[src/rtl/mem_bus_arbiter_pkg.sv]
// -----------------------------------------------------------------------------
// mem_bus_arbiter_pkg
//
// Shared definitions for the two-port memory bus arbiter:
//   - default address / data widths of the data memory
//   - port index constants (CPU side is port 0, loader/DMA/debug is port 1)
//   - read-return tag layout {valid, port} and a constructor for it
//   - legal range of the memory read latency, plus a clamp helper
// -----------------------------------------------------------------------------
package mem_bus_arbiter_pkg;

  // Default geometry of the data memory macro.
  localparam int AW_DEF = 9;
  localparam int DW_DEF = 9;

  // Port indices. The priority pointer and the tag port field use these.
  localparam logic PORT_CPU = 1'b0;
  localparam logic PORT_AUX = 1'b1;

  // Supported memory read latency, in cycles after the registered strobe.
  localparam int READ_LAT_MIN = 1;
  localparam int READ_LAT_MAX = 4;

  // One entry of the read-return tag pipeline.
  typedef struct packed {
    logic valid;  // entry belongs to an accepted read
    logic port;   // issuing port (PORT_CPU / PORT_AUX)
  } tag_t;

  function automatic tag_t make_tag(input logic valid, input logic port);
    tag_t t;
    t.valid = valid;
    t.port  = port;
    return t;
  endfunction

  // Keep an out-of-range latency parameter inside the supported window so
  // the tag pipeline depth is always well formed.
  function automatic int clamp_read_lat(input int lat);
    if (lat < READ_LAT_MIN) return READ_LAT_MIN;
    if (lat > READ_LAT_MAX) return READ_LAT_MAX;
    return lat;
  endfunction

endpackage

[src/rtl/mem_bus_arbiter_rr_arb2.sv]
// -----------------------------------------------------------------------------
// rr_arb2
//
// Two-way request arbiter with a one-bit "last granted" priority pointer.
//
// Ports:
//   clk        in   clock, rising edge
//   rst        in   asynchronous active-high reset
//   req0/req1  in   requests from port 0 / port 1
//   gnt0/gnt1  out  one-hot (or zero) grants, combinational
//
// Grant rules:
//   - a lone request is always granted, back-to-back allowed
//   - on a conflict with FIXED_PRIO = 0 the port not granted most recently
//     wins; with FIXED_PRIO = 1 port 0 always wins
//   - during reset no grant is issued whatever the requests
// The pointer only moves on a cycle that carries a grant, so idle cycles keep
// the fairness history intact. Reset leaves it at "port 1 last granted" so
// port 0 wins the first conflict.
// -----------------------------------------------------------------------------
module rr_arb2
  import mem_bus_arbiter_pkg::*;
#(
  parameter bit FIXED_PRIO = 1'b0
) (
  input  logic clk,
  input  logic rst,
  input  logic req0,
  input  logic req1,
  output logic gnt0,
  output logic gnt1
);

  logic last_port;  // port granted most recently

  // Grant decode: depends only on requests, pointer and reset.
  always_comb begin
    gnt0 = 1'b0;
    gnt1 = 1'b0;
    if (!rst) begin
      if (req0 && req1) begin
        if (FIXED_PRIO || (last_port == PORT_AUX)) begin
          gnt0 = 1'b1;
        end else begin
          gnt1 = 1'b1;
        end
      end else begin
        gnt0 = req0;
        gnt1 = req1;
      end
    end
  end

  // Priority pointer.
  always_ff @(posedge clk or posedge rst) begin
    if (rst) begin
      last_port <= PORT_AUX;
    end else if (gnt0) begin
      last_port <= PORT_CPU;
    end else if (gnt1) begin
      last_port <= PORT_AUX;
    end
  end

endmodule

[src/rtl/mem_bus_arbiter.sv]
// -----------------------------------------------------------------------------
// mem_bus_arbiter
//
// Shares one single-port synchronous data memory between the processor
// memory interface (port 0) and a loader/DMA/debug master (port 1).
//
// Ports:
//   clk, rst                 clock (rising edge), async active-high reset
//   reqN, weN, addrN, wdataN requester N transaction (held until gntN)
//   gntN                     request accepted this cycle (combinational)
//   rvalidN, rdataN          read return for port N; rdataN is mem_rdata
//                            passed straight through, rvalidN qualifies it
//   mem_en, mem_we           registered memory strobe / write enable
//   mem_addr, mem_wdata      registered memory address / write data
//   mem_rdata                memory read data, valid READ_LAT cycles after
//                            the registered strobe
//
// Handshake: a requester raises reqN with stable weN/addrN/wdataN and keeps
// them stable until it samples gntN high on a rising edge; the transaction is
// accepted on that edge and the requester may change its inputs in the next
// cycle. rvalidN is a single-cycle pulse with no back-pressure; the
// requester must take rdataN in that cycle.
//
// Timing for a read accepted in cycle t:
//   t               gntN = 1
//   t+1             mem_en = 1, mem_we = 0, mem_addr = addrN
//   t+1+READ_LAT    rvalidN = 1, rdataN = mem_rdata
// A READ_LAT+1 deep tag shift register of {valid, port} follows each
// accepted transaction so returns come back in issue order and reach the
// right port. Writes enter the pipeline as invalid entries.
// -----------------------------------------------------------------------------
module mem_bus_arbiter
  import mem_bus_arbiter_pkg::*;
#(
  parameter int AW         = AW_DEF,
  parameter int DW         = DW_DEF,
  parameter int READ_LAT   = 1,
  parameter int FIXED_PRIO = 0
) (
  input  logic          clk,
  input  logic          rst,
  // port 0: processor memory interface
  input  logic          req0,
  input  logic          we0,
  input  logic [AW-1:0] addr0,
  input  logic [DW-1:0] wdata0,
  output logic          gnt0,
  output logic          rvalid0,
  output logic [DW-1:0] rdata0,
  // port 1: loader / DMA / debug master
  input  logic          req1,
  input  logic          we1,
  input  logic [AW-1:0] addr1,
  input  logic [DW-1:0] wdata1,
  output logic          gnt1,
  output logic          rvalid1,
  output logic [DW-1:0] rdata1,
  // memory macro side
  output logic          mem_en,
  output logic          mem_we,
  output logic [AW-1:0] mem_addr,
  output logic [DW-1:0] mem_wdata,
  input  logic [DW-1:0] mem_rdata
);

  // Effective latency; the tag pipeline has LAT+1 stages, indices 0..LAT.
  localparam int LAT = clamp_read_lat(READ_LAT);

  logic accept;     // some port was granted this cycle
  logic accept_rd;  // the accepted transaction is a read
  logic accept_we;  // the accepted transaction is a write

  tag_t tag_q [0:LAT];

  // ---------------------------------------------------------------------------
  // Arbitration
  // ---------------------------------------------------------------------------
  rr_arb2 #(
    .FIXED_PRIO (FIXED_PRIO != 0)
  ) u_arb (
    .clk  (clk),
    .rst  (rst),
    .req0 (req0),
    .req1 (req1),
    .gnt0 (gnt0),
    .gnt1 (gnt1)
  );

  assign accept    = gnt0 | gnt1;
  assign accept_we = (gnt0 & we0) | (gnt1 & we1);
  assign accept_rd = (gnt0 & ~we0) | (gnt1 & ~we1);

  // ---------------------------------------------------------------------------
  // Issue registers
  // ---------------------------------------------------------------------------
  // mem_en / mem_we are strobes and drop on idle cycles; address and write
  // data keep their last value so the memory pins stay quiet when idle.
  always_ff @(posedge clk or posedge rst) begin
    if (rst) begin
      mem_en    <= 1'b0;
      mem_we    <= 1'b0;
      mem_addr  <= '0;
      mem_wdata <= '0;
    end else begin
      mem_en <= accept;
      mem_we <= accept_we;
      if (gnt0) begin
        mem_addr  <= addr0;
        mem_wdata <= wdata0;
      end else if (gnt1) begin
        mem_addr  <= addr1;
        mem_wdata <= wdata1;
      end
    end
  end

  // ---------------------------------------------------------------------------
  // Read-return tag pipeline
  // ---------------------------------------------------------------------------
  // Stage 0 lines up with the issue registers (cycle t+1); stage LAT lines up
  // with valid mem_rdata (cycle t+1+LAT). Reset clears every stage, which
  // discards reads that were in flight.
  always_ff @(posedge clk or posedge rst) begin
    if (rst) begin
      for (int i = 0; i <= LAT; i++) begin
        tag_q[i] <= make_tag(1'b0, PORT_CPU);
      end
    end else begin
      tag_q[0] <= make_tag(accept_rd, gnt1 ? PORT_AUX : PORT_CPU);
      for (int i = 1; i <= LAT; i++) begin
        tag_q[i] <= tag_q[i-1];
      end
    end
  end

  assign rvalid0 = tag_q[LAT].valid && (tag_q[LAT].port == PORT_CPU);
  assign rvalid1 = tag_q[LAT].valid && (tag_q[LAT].port == PORT_AUX);

  // Read data is shared; only rvalidN tells a port the data is its own.
  assign rdata0 = mem_rdata;
  assign rdata1 = mem_rdata;

endmodule

[config.mk]
export PLATFORM = sky130hd
export DESIGN_NAME = mem_bus_arbiter
export DESIGN_NICKNAME = d
export VERILOG_FILES = /design/src/rtl/mem_bus_arbiter_pkg.sv /design/src/rtl/mem_bus_arbiter_rr_arb2.sv /design/src/rtl/mem_bus_arbiter.sv
export SDC_FILE = /design/constraint.sdc
export NUM_CORES = 1
export LEC_CHECK = 0
export CAP_MARGIN = 15
export CORE_ASPECT_RATIO = 1.75
export CORE_UTILIZATION = 34
export CTS_CLUSTER_SIZE = 24
export DETAILED_ROUTE_END_ITERATION = 10
export PLACE_DENSITY = 0.79
export SYNTH_ARGS = -nofsm -noshare
export SYNTH_HDL_FRONTEND = slang
export SYNTH_SLANG_ARGS = --single-unit
[constraint.sdc]
create_clock -name clk -period 1.4 [get_ports clk]
set_input_delay 0.42 -clock clk [delete_from_list [all_inputs] [get_ports clk]]
set_output_delay 0.42 -clock clk [all_outputs]
set_load 0.02 [all_outputs]
Word level (Yosys, flattened, before mapping)
Cells that the tools add are included.
{ "totals": {"in_bits": 51, "ff_bits": 25, "wordCells": 36} }
{ "op_classes": {"n_reduce_logical": 4, "mux": 13, "bitwise_logic": 10} }
{ "op_table": {"columns": ["operator", "n"], "rows": [
  ["two-way mux 9 bit", 4],
  ["two-way mux 1 bit", 9],
  ["AND 1 bit", 4],
  ["logical AND 1 bit", 3],
  ["NOT 1 bit", 3],
  ["bitwise OR 1 bit", 3],
  ["nonzero test 2 bit", 1]
]} }

Longest topological paths before layout
{ "depth": {"word_depth": 5, "depth_mapped": 5} }

Modules after synthesis
Synthesis repeated with hierarchy kept, for this count alone.
{ "hier_totals": {"cells_unflattened": 118, "hier_area_um2": 1231.2} }
{ "by_module_without_submodules": {"columns": ["mod", "cells_per_inst", "area_per_inst_um2", "instances", "seq_area_each_um2"], "rows": [
  ["mem_bus_arbiter", 110, 1159.9, 1, 600.6],
  ["rr_arb2", 8, 71.3, 1, 26.3]
]} }

Worst setup path before layout
Ideal clock, no wire load.
{ "synth_timing": {"path_kind": "register to output", "startpoint": "register u_arb.last_port", "endpoint": "output gnt0", "setup_slack_ps": -63, "stages_incl_launch_ff": 4, "path_buffers": 1, "t_arrival_ps": 1043, "path_cell_list": "dfstp_2 -> nor2b_1 -> clkbuf_2 -> nor2_1"} }
{ "synth_between": {"elab_chain_cells": 3} }
{ "synth_lines": {"columns": ["element", "line_no", "rtl"], "rows": [
  ["from (decl)", "mem_bus_arbiter_rr_arb2.sv:34", "logic last_port;"],
  ["from (signal assigned)", "mem_bus_arbiter_rr_arb2.sv:57", "last_port <= PORT_AUX;"],
  ["from (signal assigned)", "mem_bus_arbiter_rr_arb2.sv:59", "last_port <= PORT_CPU;"],
  ["from (signal assigned)", "mem_bus_arbiter_rr_arb2.sv:61", "last_port <= PORT_AUX;"],
  ["two-way mux 1 bit", "mem_bus_arbiter_rr_arb2.sv:42", "if (FIXED_PRIO || (last_port == PORT_AUX)) begin"],
  ["two-way mux 1 bit", "mem_bus_arbiter_rr_arb2.sv:41", "if (req0 && req1) begin"],
  ["two-way mux 1 bit", "mem_bus_arbiter_rr_arb2.sv:40", "if (!rst) begin"],
  ["to (decl)", "mem_bus_arbiter.sv:47", "output logic gnt0,"]
]} }
Every way passes these cells.

Final worst setup path
{ "layout_timing": {"startpoint": "input req0", "endpoint": "output gnt1"} }
{ "layout_between": {"elab_chain_cells": 3} }
{ "layout_lines": {"columns": ["element", "line_no", "rtl"], "rows": [
  ["from (decl)", "mem_bus_arbiter.sv:43", "input logic req0,"],
  ["logical AND 1 bit", "mem_bus_arbiter_rr_arb2.sv:41", null],
  ["two-way mux 1 bit", "mem_bus_arbiter_rr_arb2.sv:41", null],
  ["two-way mux 1 bit", "mem_bus_arbiter_rr_arb2.sv:40", null],
  ["to (decl)", "mem_bus_arbiter.sv:55", "output logic gnt1,"]
]} }
Every way passes these cells.

==> results.md <==
- First-pass GRT wire length: 5660 microns
- Setup Viol. Count Final: 2
- CP Capture Type: output port
- Layout Nets: 250
- Total Power: 1.94 mW
- Initial antenna violation count: 0
- DP Cell Count: 240
- Hold_buf cts: 0
- Core area: 0.00363 sq mm
- Die ar.: 0.00408 sq mm
- Max Slew Vio Count: 0
- Setup_tns: -0.295 ns
- Detailed-route DRC error count: 0
- CTS tree: yes
- P per Cell Area: 963 mW/mm^2
- Max-cap violations: 0
- Crit path time final: 1.56 ns
- Post-synth top area share: 46.3%
- I/O Buffers: 65
- Pleak: 0.846 nW
- Largest net degree at the start of global routing: 22
- Fill cells: 342
- Synth cell types: 21
- Clock sinks: 25
- Final wirelength: 3330 microns
- VDD IR-drop max: 0.000375 V
- Top-Level Pins: 93
- Synth area leaders: dfrtp_1 46%, buf_4 12%, a31oi_1 8.7%, o21ai_0 7.3%, nand3_1 6.9%
- Setup ws final: -0.161 ns
- Yosys warnings: 0
- Clk_skew: 0.00115 ns
- Sequential fraction of the synthesis area: 48.3%
- Post-DP Area: 0.00195 sq mm
- Top cells by instance count after synthesis: 24 x dfrtp_1, 20 x buf_4, 19 x nor2_1, 19 x o21ai_0
- Die W: 48.7 microns
- Clock buffer depth: 2
- Most frequent cell after synthesis: dfrtp_1
- GR Util All Layers: 17.9%
- FP Rows: 29
- Synth-to-layout area growth: 55.3%
- Fraction of layout cells with a size suffix above 1: 16.2%
- HPWL Detailed: 2460 microns
- Vias in the first global route: 1246
- Netlist Area Pre-Place: 0.00130 sq mm
- Post-route cell area: 0.00201 sq mm
- Yosys top cell by area: dfrtp_1
- CP Launch Type: primary input
- Hold Path Class: reg2reg
- Iter 0 DRT Violations: 13
- Gate Count Post-Synth: 144
- Cells on Worst Hold Path: 0
- CTS Root Cell: clkbuf_8
- Top_reg_cell synth: dfrtp_1
- Worst skew pair latency: 0.26 ns
- Actual slew at the worst max-slew pin: 0.225 ns
- Max frequency: 0.641 GHz
- Ant diodes: 0
- Avg Inst Size Synth: 9.01 sq um
- Critical Path AT: 1.14 ns
- GRT Residual Overflow: 0
- Via count: 1200
- Post-Syn Nets: 195
- Crit path max fanout: 3
- Worst r2r path cells: 5
- Number of H-tree levels: 1
- Total CTS buffers: 3
- Data required, critical path: 0.98 ns
- Hold Vio Cnt, Final: 0
- Critical path class: in2out
- Final Cycle Share: 111%
- Avg WL per Cell: 13.6 microns
- Die Ht: 83.7 microns
- Placer Congestion: 0.760
- Initial core utilization: 35.8%
- Post-DRT Antenna Nets: 0
- Synth async-reset ratio: 100%
- CTS clock-pin slew for the worst setup and hold paths: 0.08 ns
- Fin cells: 244
- Post-synth EDFFs: 0
- Relative slew slack: 85.1%
- Vias/cell: 4.92
- Flops & latches, synth: 25
- Router iterations before antenna repair: 4
- Unrepaired setup endpoints after global routing: yes
- Status: complete, but fails checks
- Violated checks: negative setup slack
[per-layer routing]
| layer | global-route usage, % | vias up | share of wire, % |
|---|---|---|---|
| met5 | 0 | - | 0 |
| met4 | 13.9 | 0 | 5.3 |
| met3 | 1.46 | 20 | 4.7 |
| met2 | 30.4 | 44 | 51 |
| met1 | 20.1 | 547 | 39 |
| li1 | - | 589 | - |
[stage by stage]
step,utilization [%],hold slack (ns),setup slack (ns)
global route,55.5,0.364,-0.199
detailed placement,53.8,0.336,-0.826
global placement,53.8,0.333,-0.813
finish,55.5,0.353,-0.161
CTS,55.2,0.354,-0.179
floorplan,-,0.331,0.0239
[final timing paths]
check | startpoint | endpoint | slack, ns
max in group asynchronous | rst | mem_wdata[7] | 0.71
min reg2reg | tag_q[3] | tag_q[1] | 0.35
max | req0 | gnt1 | -0.16
min in group asynchronous | rst | mem_wdata[4] | 0.50
min | tag_q[3] | tag_q[1] | 0.35
max reg2reg | u_arb.last_port | mem_addr[8] | 0.06
[layout make-up]
type / count / area (sq um) / share of cell area, %
Tap cell: 46 / 57.6 / 2.86
Clock buffer: 4 / 45.0 / 2.24
Sequential cell: 25 / 627 / 31.1
Inverter: 2 / 7.51 / 0.373
Timing Repair Buffer: 80 / 783 / 38.9
Multi-Input combinational cell: 87 / 494 / 24.5
[cell usage in the layout (no fill, tap or decap), types with 3 or more instances in the layout]
| cell type | count |
|---|---|
| buf_6 | 5 |
| clkdlybuf4s15_1 | 15 |
| o21ai_0 | 19 |
| dfrtp_1 | 24 |
| clkbuf_2 | 3 |
| nand3_1 | 18 |
| nor2_1 | 18 |
| dlygate4sd2_1 | 5 |
| buf_12 | 3 |
| buf_4 | 9 |
| clkbuf_8 | 3 |
| clkdlybuf4s50_1 | 38 |
| a31oi_1 | 18 |
[cells by family (layout without fill, tap and decap cells)]
logic type             count (synthesis)  in the layout  synth area share (%)
buffers and inverters                 32             86                  16.8
and+or+nand+nor                       46             46                  16.5
DFF                                   25             25                  48.3
AOI/OAI and AO/OA                     41             41                  18.4
[sequential cells by signal (all words and copies together) (netlist names)]
register	flops
tag_q	4
mem_en	1
u_arb.last_port	1
mem_addr	9
mem_wdata	9
mem_we	1
[power breakdown]
group          internal [mW]  switching, mW  total, mW  leakage, nW
registers              0.817         0.0484      0.866        0.289
clock network          0.203          0.207      0.410       0.0228
logic                  0.331          0.333      0.665        0.534
[worst max-delay path, stage by stage]
cell and delay, ns:
dlygate4sd2_1 0.27, buf_4 0.16, a21oi_4 0.16, buf_6 0.13
[repair_timing]
item / CTS / global route
endpoints found under the setup margin: 43 / 29
gates resized for setup: 54 / 19
hold endpoints to repair: 0 / 0
buffers inserted: 0 / 0
pin swaps: 1 / 3
Power figures use the tool's default switching activity.
